## src/rtl/dual_dac_stream_joiner.sv

```systemverilog
// Joins paired signed A/B samples into offset-binary 32-bit DAC words,
// paced to a programmable update rate and buffered in a show-ahead FIFO.
module dual_dac_stream_joiner #(
  parameter int IN_WIDTH   = 17,
  parameter int FIFO_DEPTH = 4,
  parameter int RATE_DIV   = 1
) (
  input  logic                aclk,
  input  logic                aresetn,
  input  logic [IN_WIDTH-1:0] s_axis_a_tdata,
  input  logic                s_axis_a_tvalid,
  output logic                s_axis_a_tready,
  input  logic [IN_WIDTH-1:0] s_axis_b_tdata,
  input  logic                s_axis_b_tvalid,
  output logic                s_axis_b_tready,
  output logic [31:0]         m_axis_tdata,
  output logic                m_axis_tvalid,
  input  logic                m_axis_tready,
  output logic [15:0]         sat_a_count,
  output logic [15:0]         sat_b_count,
  input  logic                sat_clr
);

  localparam int AW = $clog2(FIFO_DEPTH);
  localparam int DW = (RATE_DIV > 1) ? $clog2(RATE_DIV) : 1;
  localparam logic [DW-1:0] DIV_LAST = DW'(RATE_DIV - 1);
  localparam logic [DW-1:0] DIV_ONE  = DW'(1);
  localparam logic [AW:0]   PTR_ONE  = (AW + 1)'(1);

  // Returns {clamped, offset_binary_code}.
  function automatic logic [16:0] conv(input logic [IN_WIDTH-1:0] v);
    logic signed [31:0] s;
    s = {{(32 - IN_WIDTH){v[IN_WIDTH-1]}}, v};
    if (s > 32'sd32767)
      conv = {1'b1, 16'hFFFF};
    else if (s < -32'sd32768)
      conv = {1'b1, 16'h0000};
    else
      conv = {1'b0, ~v[15], v[14:0]};
  endfunction

  logic [DW-1:0] div_cnt;
  logic          pending;
  logic          tick;
  logic [AW:0]   wr_ptr;
  logic [AW:0]   rd_ptr;
  logic          full;
  logic          empty;
  logic          join_en;
  logic          pop;
  logic [16:0]   conv_a;
  logic [16:0]   conv_b;
  logic [31:0]   mem [FIFO_DEPTH];

  assign tick    = (div_cnt == DIV_LAST);
  assign full    = (wr_ptr[AW] != rd_ptr[AW]) && (wr_ptr[AW-1:0] == rd_ptr[AW-1:0]);
  assign empty   = (wr_ptr == rd_ptr);
  assign join_en = s_axis_a_tvalid & s_axis_b_tvalid & pending & ~full;
  assign pop     = ~empty & m_axis_tready;

  assign s_axis_a_tready = s_axis_b_tvalid & pending & ~full;
  assign s_axis_b_tready = s_axis_a_tvalid & pending & ~full;

  assign conv_a = conv(s_axis_a_tdata);
  assign conv_b = conv(s_axis_b_tdata);

  always_ff @(posedge aclk or negedge aresetn) begin
    if (!aresetn) begin
      div_cnt <= '0;
      pending <= 1'b0;
    end else begin
      div_cnt <= tick ? '0 : div_cnt + DIV_ONE;
      // A tick coinciding with a join re-arms, so no update slot is lost.
      if (tick)
        pending <= 1'b1;
      else if (join_en)
        pending <= 1'b0;
    end
  end

  always_ff @(posedge aclk or negedge aresetn) begin
    if (!aresetn) begin
      wr_ptr <= '0;
      rd_ptr <= '0;
    end else begin
      if (join_en)
        wr_ptr <= wr_ptr + PTR_ONE;
      if (pop)
        rd_ptr <= rd_ptr + PTR_ONE;
    end
  end

  always_ff @(posedge aclk) begin
    if (join_en)
      mem[wr_ptr[AW-1:0]] <= {conv_a[15:0], conv_b[15:0]};
  end

  // Storage is not reset, so gate the head to keep the output at zero when idle.
  assign m_axis_tvalid = ~empty;
  assign m_axis_tdata  = empty ? 32'h0 : mem[rd_ptr[AW-1:0]];

  always_ff @(posedge aclk or negedge aresetn) begin
    if (!aresetn) begin
      sat_a_count <= '0;
      sat_b_count <= '0;
    end else if (sat_clr) begin
      sat_a_count <= '0;
      sat_b_count <= '0;
    end else begin
      if (join_en && conv_a[16] && (sat_a_count != 16'hFFFF))
        sat_a_count <= sat_a_count + 16'd1;
      if (join_en && conv_b[16] && (sat_b_count != 16'hFFFF))
        sat_b_count <= sat_b_count + 16'd1;
    end
  end

endmodule

```

## config.mk

```make
export PLATFORM = sky130hd
export DESIGN_NAME = dual_dac_stream_joiner
export DESIGN_NICKNAME = d
export VERILOG_FILES = /design/src/rtl/dual_dac_stream_joiner.sv
export SDC_FILE = /design/constraint.sdc
export NUM_CORES = 1
export LEC_CHECK = 0
export CELL_PAD_IN_SITES_DETAIL_PLACEMENT = 1
export CELL_PAD_IN_SITES_GLOBAL_PLACEMENT = 1
export CORE_AREA = 5 5 99 170
export DETAILED_ROUTE_END_ITERATION = 10
export DIE_AREA = 0 0 104 175
export PLACE_DENSITY_LB_ADDON = 0.1
export SLEW_MARGIN = 20
export SYNTH_ARGS = -nofsm -noshare
export SYNTH_HDL_FRONTEND = slang
export SYNTH_SLANG_ARGS = --single-unit
```

## constraint.sdc

```tcl
create_clock -name aclk -period 3.5 [get_ports aclk]
set_input_delay 0.7 -clock aclk [delete_from_list [all_inputs] [get_ports aclk]]
set_output_delay 0.7 -clock aclk [all_outputs]
set_load 0.03 [all_outputs]
```

==> parameters.txt, run 1 <==
Parameter                              Value

Critical path
  Critical-path top delay cell ... mux4_2
  CP Capture Type ... output port
  Type of the setup path with the least slack ... flop to output port
  Type of origin of the critical path ... flop
  Required time of the critical path ... 2.80 ns
  Critical path's top delay family ... buffers and inverters
  Most used cell along the critical path ... buf_4
  Count of buffering cells on the critical path with inverters included ... 2
  Crit path max fanout ... 34
  Crit path cell chain ... buf_4 > mux4_2 > and2_1 > buf_4
  Data arrival at the endpoint of the critical path ... 2.38 ns
  Delay of the slowest cell on the worst path ... 0.60 ns

Pwr
  LEAKAGE ... 3.13 nW
  Maximum resistive drop on vdd ... 0.349 mV
  Power per cell area ... 750 nW/um^2
  Pwr Total ... 0.00686 W

Worst hold path
  Worst hold-check path type ... input pin to async pin

Global routing
  Total congestion overflow ... 0
  Number of antenna violations at the first check in global routing ... 0
  Total global routing track utilization ... 0.196
  First-pass GRT wire length ... 28000 um
  Maximum number of pins on one net before global-route repair ... 40
  Via count of the first global-routing pass ... 5096

Clock network
  Post-CTS Repair Setup Buffers ... 0
  TritonCTS Sinks ... 167
  Max clock buf depth ... 2
  CTS tree ... done
  Hold buffer count at CTS ... 0
  TritonCTS Buffers ... 17
  Number of gates resized after cts ... 0
  Count of H-tree levels built during CTS ... 4
  Clock latency on the worst-skew pair ... 0.42 ns
  Clock tree root driver cell ... clkbuf_16
  Clock Pin Slew Worst Setup and Hold Paths ... 0.07 ns

Synthesis
  #FFs+latches synth ... 167
  Share of Yosys cell area claimed by the top area cell type ... 0.524
  Sequential element share of the synthesized area ... 0.657
  Synth Area per Inst ... 15.5 um^2
  Cell types with the largest area share after synthesis ... edfxtp_1, dfrtp_1, mux4_2
  Number of standard cells after synthesis ... 473
  Mapped Nets ... 520
  Number of synthesized flops with an enable pin ... 128
  Post-synthesis instance area ... 7340 um^2
  Area leader, netlist ... edfxtp_1
  Most frequently used flop master after synthesis ... edfxtp_1
  Share of flip-flops with an asynchronous set or reset after synthesis ... 0.234
  YS warnings ... 0
  Distinct cell type count of the synthesized netlist ... 43

Timing
  Pin slew with the least headroom to its limit ... 0.930 ns
  Number of failing setup endpoints in the final timing report ... 0
  Final setup skew ... 0.0149 ns
  Period utilization ... 0.879
  Number of max-slew violations in the final report ... 0
  Setup repair after global routing missed its margin ... no
  Hold violation count in the final report ... 0
  Worst slew margin relative to its limit ... 0.380
  Max frequency ... 325 MHz
  Total Neg Setup Slack ... 0 ns
  Shortest period the worst path allows ... 3.08 ns

Finish
  Most common library cell in the layout ignoring fill and taps ... edfxtp_1
  Final nets ... 632
  P&R area growth vs syn ... 24.6%
  Fraction of layout cells with a size suffix above 1 ... 0.209
  Post-route non-filler standard cell count ... 784
  Number of diodes added for antenna fixing ... 0
  Most frequent cells in the layout ... edfxtp_1, clkdlybuf4s50_1, buf_4

Floorplan
  Rows ... 60
  Initial core utilization ... 0.479
  Die area ... 18200 um^2
  Die span in x ... 104 um
  Die height ... 175 um
  Core area ... 15300 um^2
  Count of boundary I/O pins ... 107

Place
  Global placement routability congestion ... 0.750
  Total placed cells including tap cells ... 752
  Estimated wirelength of the detail-placed design ... 11300 um
  Port Buffer Count ... 106

Detailed routing
  Via count normalized by instance count ... 5.70
  Violation count after the first detailed-route iteration ... 167
  DRT Pass-1 Iters ... 6
  Total length of routed wires ... 17200 um
  Total number of vias ... 4470
  Remaining number of nets flagged by the antenna check after routing ... 0
  Count of unresolved DRC violations after routing ... 0
  Routed wirelength normalized by instance count ... 22.0 um

Run status
  Outcome ... complete, no violations

Job
  Number of violations of the max-capacitance limit ... 0
path summary, 6_finish.rpt:
check                               startpoint                to  slack, ns  depth (start not counted)
worst min-delay path                   aresetn    sat_a_count[4]       0.41                          1
worst min register to register       wr_ptr[2]         wr_ptr[2]       0.53                          1
worst max-delay path                 rd_ptr[0]  m_axis_tdata[24]       0.42                          4
min in group aclk                    wr_ptr[2]         wr_ptr[2]       0.53                          1
worst max register to register  sat_a_count[3]   sat_a_count[11]       1.07                          5
max in group asynchronous              aresetn         rd_ptr[1]       2.44                          1
synthesized netlist by cell type, types with 2 or more instances:
master	instances
o31ai_1	8
clkbuf_1	13
inv_1	7
nand2b_1	3
xor2_2	2
buf_2	6
ha_1	7
buf_1	3
nor4_1	3
nand4_1	8
and3_1	6
nor2b_1	2
xor2_1	3
mux2_2	3
xnor2_1	8
edfxtp_1	128
and2_1	37
or4_1	8
a21oi_1	23
nor2_1	17
nor3_1	2
a31o_2	2
o21ai_0	12
and4_1	2
buf_6	2
dfrtp_1	39
mux4_2	32
nand3_1	16
mux2i_1	2
nand2_1	15
maj3_1	30
or3_1	13
metrics by stage:
| stage | hold slack [ns] | setup slack [ns] | util | cell area, um^2 |
|---|---|---|---|---|
| finish | 0.413 | 0.423 | 0.597 | 9140 |
| global route | 0.480 | 0.279 | 0.597 | 9140 |
| CTS | 0.420 | 0.342 | 0.597 | 9140 |
| detailed placement | 0.524 | 0.459 | 0.561 | 8580 |
| global placement | 0.514 | 0.516 | 0.561 | 8580 |
| floorplan | 0.404 | 0.971 | - | 7340 |
power breakdown:
group	switching, W	total [W]	leakage [nW]	internal, W
Clock	0.000835	0.00177	0.264	0.000937
Combinational	0.00159	0.00272	1.18	0.00113
Sequential	0.0000703	0.00236	1.68	0.00229
Total	0.00249	0.00686	3.13	0.00436
cell families after synthesis:
| group | synth area share |
|---|---|
| other | 0.000511 |
| adder cells (fa/ha/maj) | 0.0529 |
| AO/OA/AOI/OAI | 0.0408 |
| buffers and inverters | 0.0205 |
| XOR/XNOR | 0.0198 |
| multiplexers | 0.106 |
| AND/OR/NAND/NOR | 0.103 |
| flip-flops | 0.657 |
state kept, by name, indices dropped and copies added, names as in the netlist:
register / count
wr_ptr: 3
mem: 128
pending: 1
sat_b_count: 16
rd_ptr: 3
sat_a_count: 16
worst register-to-register path: stages, from the launching register on:
cell	delay, ns
dfrtp_1	0.44
nand4_1	0.27
nor2_1	0.37
a311o_1	0.82
nor4_1	0.12
mux2_2	0.30
metal layers:
metal  up-vias  GRT usage  share of wire
li1       2047          -              -
met1      2321      0.210           0.37
met2        88      0.380           0.58
met3        14     0.0506          0.039
met4         0     0.0459         0.0093
met5         -          0              0
cell type report:
type                            instances  area (um^2)
Clock buffer                           17          425
Clock inverter                         15          134
Fill cell                            1474         6170
Inverter                                8         30.0
Multi-Input combinational cell        273         2370
Sequential cell                       167         4820
Tap cell                              186          233
Timing Repair Buffer                  118         1130
No activity file was read; power rests on OpenSTA's default activity.
==> inputs of run 2 (changes only) <==
- GPL_ROUTABILITY_DRIVEN: default -> 0
==> results of run 2 <==
The final DEF is identical to that of run 1; final timing and power are the same.
==> inputs of run 3 (changes only) <==
- ABC_CLOCK_PERIOD_IN_PS: default -> 3300
- CORE_AREA: 5 5 99 170 -> 5 5 103 177
- DIE_AREA: 0 0 104 175 -> 0 0 108 182
- clock period: 3.5 -> 3.3 ns (I/O delays scaled with it)
==> run 3 against run 2 <==
Net effect: global-route usage down 0.85 points; setup slack worse by 0.073 ns; total power grew 11%; clock skew is 0.0022 ns lower; critical path depth unchanged; sequential power is 6% higher; clock power grew 26%; wire length fell by 0.21%; worst hold slack lost 0.049 ns; non-clock buffer count grew 2; register-to-register slack worse by 0.20 ns; combinational power grew 7%; highest routed layer unchanged.
==> parameters.txt, run 3 (synthesis gave the netlist of run 1 again) <==
Parameter                              Value

Run status
  Outcome ... complete, no violations

Global routing
  Number of antenna violations at the first check in global routing ... 0
  Via count of the first global-routing pass ... 5232
  Total congestion overflow ... 0
  Maximum number of pins on one net before global-route repair ... 40
  First-pass GRT wire length ... 28100 um
  Grt met3 use ... 0.0427
  Met1 layer usage reported by global route ... 0.204
  GR Layer Usage met2 ... 0.351
  Layer with the highest usage after global routing ... met2
  Total global routing track utilization ... 0.188

Critical path
  Slack of the worst reg-to-reg path ... 0.87 ns
  Data arrival at the endpoint of the critical path ... 2.29 ns
  Delay of the slowest cell on the worst path ... 0.59 ns
  Critical path's top delay family ... simple AND/OR/NAND/NOR gates
  Required time of the critical path ... 2.64 ns
  Crit path max fanout ... 4
  Type of origin of the critical path ... flop
  Type of the setup path with the least slack ... flop to output port
  Crit path cell chain ... xor2_2 > or3_1 > and3_1 > clkdlybuf4s50_1
  Count of buffering cells on the critical path with inverters included ... 1
  CP Capture Type ... output port
  Critical-path top delay cell ... clkdlybuf4s50_1

Detailed routing
  Via count normalized by instance count ... 5.41
  Total length of routed wires ... 17200 um
  Routed wirelength normalized by instance count ... 20.8 um
  Total number of vias ... 4472
  Count of unresolved DRC violations after routing ... 0
  DRT Pass-1 Iters ... 4
  Violation count after the first detailed-route iteration ... 150
  Remaining number of nets flagged by the antenna check after routing ... 0

Finish
  Final nets ... 634
  P&R area growth vs syn ... 27.2%
  Most frequent cells in the layout ... edfxtp_1, clkdlybuf4s50_1, buf_4
  Post-route cell area ... 9340 um^2
  Most common library cell in the layout ignoring fill and taps ... edfxtp_1
  Flip-flop count of the largest register after layout ... 128
  Number of diodes added for antenna fixing ... 0
  Final core occ ... 0.559
  Fill cell instance count of the final layout ... 1641
  Fraction of layout cells with a size suffix above 1 ... 0.212

Pwr
  LEAKAGE ... 3.21 nW
  Maximum resistive drop on vdd ... 0.397 mV
  Power per cell area ... 818 nW/um^2

Worst hold path
  Worst hold-check path type ... input pin to async pin

Timing
  Total Neg Setup Slack ... 0 ns
  Number of failing setup endpoints in the final timing report ... 0
  Shortest period the worst path allows ... 2.95 ns
  Setup repair after global routing missed its margin ... no
  Hold violation count in the final report ... 0
  Max frequency ... 339 MHz
  Period utilization ... 0.894
  Final setup skew ... 0.0127 ns
  Number of max-slew violations in the final report ... 0
  Pin slew with the least headroom to its limit ... 0.937 ns
  Hold slack final ... 0.364 ns
  Worst slew margin relative to its limit ... 0.375

Floorplan
  Initial core utilization ... 0.439
  Rows ... 63
  Core area ... 16700 um^2
  Die area ... 19700 um^2
  Die span in x ... 108 um
  Die height ... 182 um
  Count of boundary I/O pins ... 107

Clock network
  Clock latency on the worst-skew pair ... 0.43 ns
  CTS tree ... done
  Count of H-tree levels built during CTS ... 4
  TritonCTS Buffers ... 17
  Clock tree root driver cell ... clkbuf_16
  Post-CTS Repair Setup Buffers ... 0
  Clock Pin Slew Worst Setup and Hold Paths ... 0.07 ns
  TritonCTS Sinks ... 167
  Number of gates resized after cts ... 0
  Hold buffer count at CTS ... 0
  Max clock buf depth ... 2

Place
  Estimated wirelength of the detail-placed design ... 11100 um
  Port Buffer Count ... 106
  Area of placed instances ... 8680 um^2

Job
  Number of violations of the max-capacitance limit ... 0
[run 3: changes by cell type in the layout (fill, tap and decap cells not counted)]
| cell | previous run | this run |
|---|---|---|
| inv_6 | 3 | 4 |
| bufinv_16 | 0 | 5 |
| clkinvlp_4 | 4 | 0 |
| inv_8 | 5 | 3 |
| buf_12 | 5 | 7 |
| clkinv_1 | 2 | 1 |
[run 3: per-stage QoR]
step / setup slack, ns / std cells / total power, W
floorplan: 0.811 / 473 / 0.00443
global placement: 0.416 / 795 / 0.00547
detailed placement: 0.341 / 795 / 0.00552
CTS: 0.310 / 826 / 0.00778
global route: 0.256 / 826 / 0.00800
finish: 0.350 / 826 / 0.00764
[run 3: layout make-up]
class                   count  area (um^2)  area share
clock buffers              17          425      0.0456
clock inverters            14          236      0.0253
inverters                   8         30.0     0.00322
multi-input cells         273         2370       0.254
flip-flops and latches    167         4820       0.516
well taps                 227          284      0.0304
repair buffers            120         1170       0.125
[run 3: metal layers]
metal	share of wire	vias to the layer above
met5	0	-
met4	0.018	0
met3	0.037	19
met2	0.57	83
met1	0.38	2319
li1	-	2051
[run 3: worst register-to-register path, stage by stage (launching register included)]
cell and delay [ns]:
dfrtp_1 0.45, nand4_1 0.27, nor2_1 0.37, a311o_1 0.71
buf_4 0.27, mux2i_1 0.20, nor2_1 0.06
[run 3: path summary, 6_finish.rpt]
| path | start | endpoint | cells past startpoint |
|---|---|---|---|
| worst max-delay path | wr_ptr[1] | s_axis_b_tready | 4 |
| worst min-delay path | aresetn | sat_a_count[4] | 1 |
| worst max register to register | sat_a_count[3] | sat_a_count[1] | 6 |
| worst min register to register | wr_ptr[2] | wr_ptr[2] | 1 |
| max in group asynchronous | aresetn | rd_ptr[0] | 1 |
| min in group aclk | wr_ptr[2] | wr_ptr[2] | 1 |
[run 3: power breakdown]
| group | switching [W] | internal [W] | total, W |
|---|---|---|---|
| Combinational | 0.00166 | 0.00124 | 0.00290 |
| Clock | 0.000864 | 0.00137 | 0.00223 |
| Sequential | 0.0000763 | 0.00243 | 0.00250 |
| Total | 0.00260 | 0.00504 | 0.00764 |
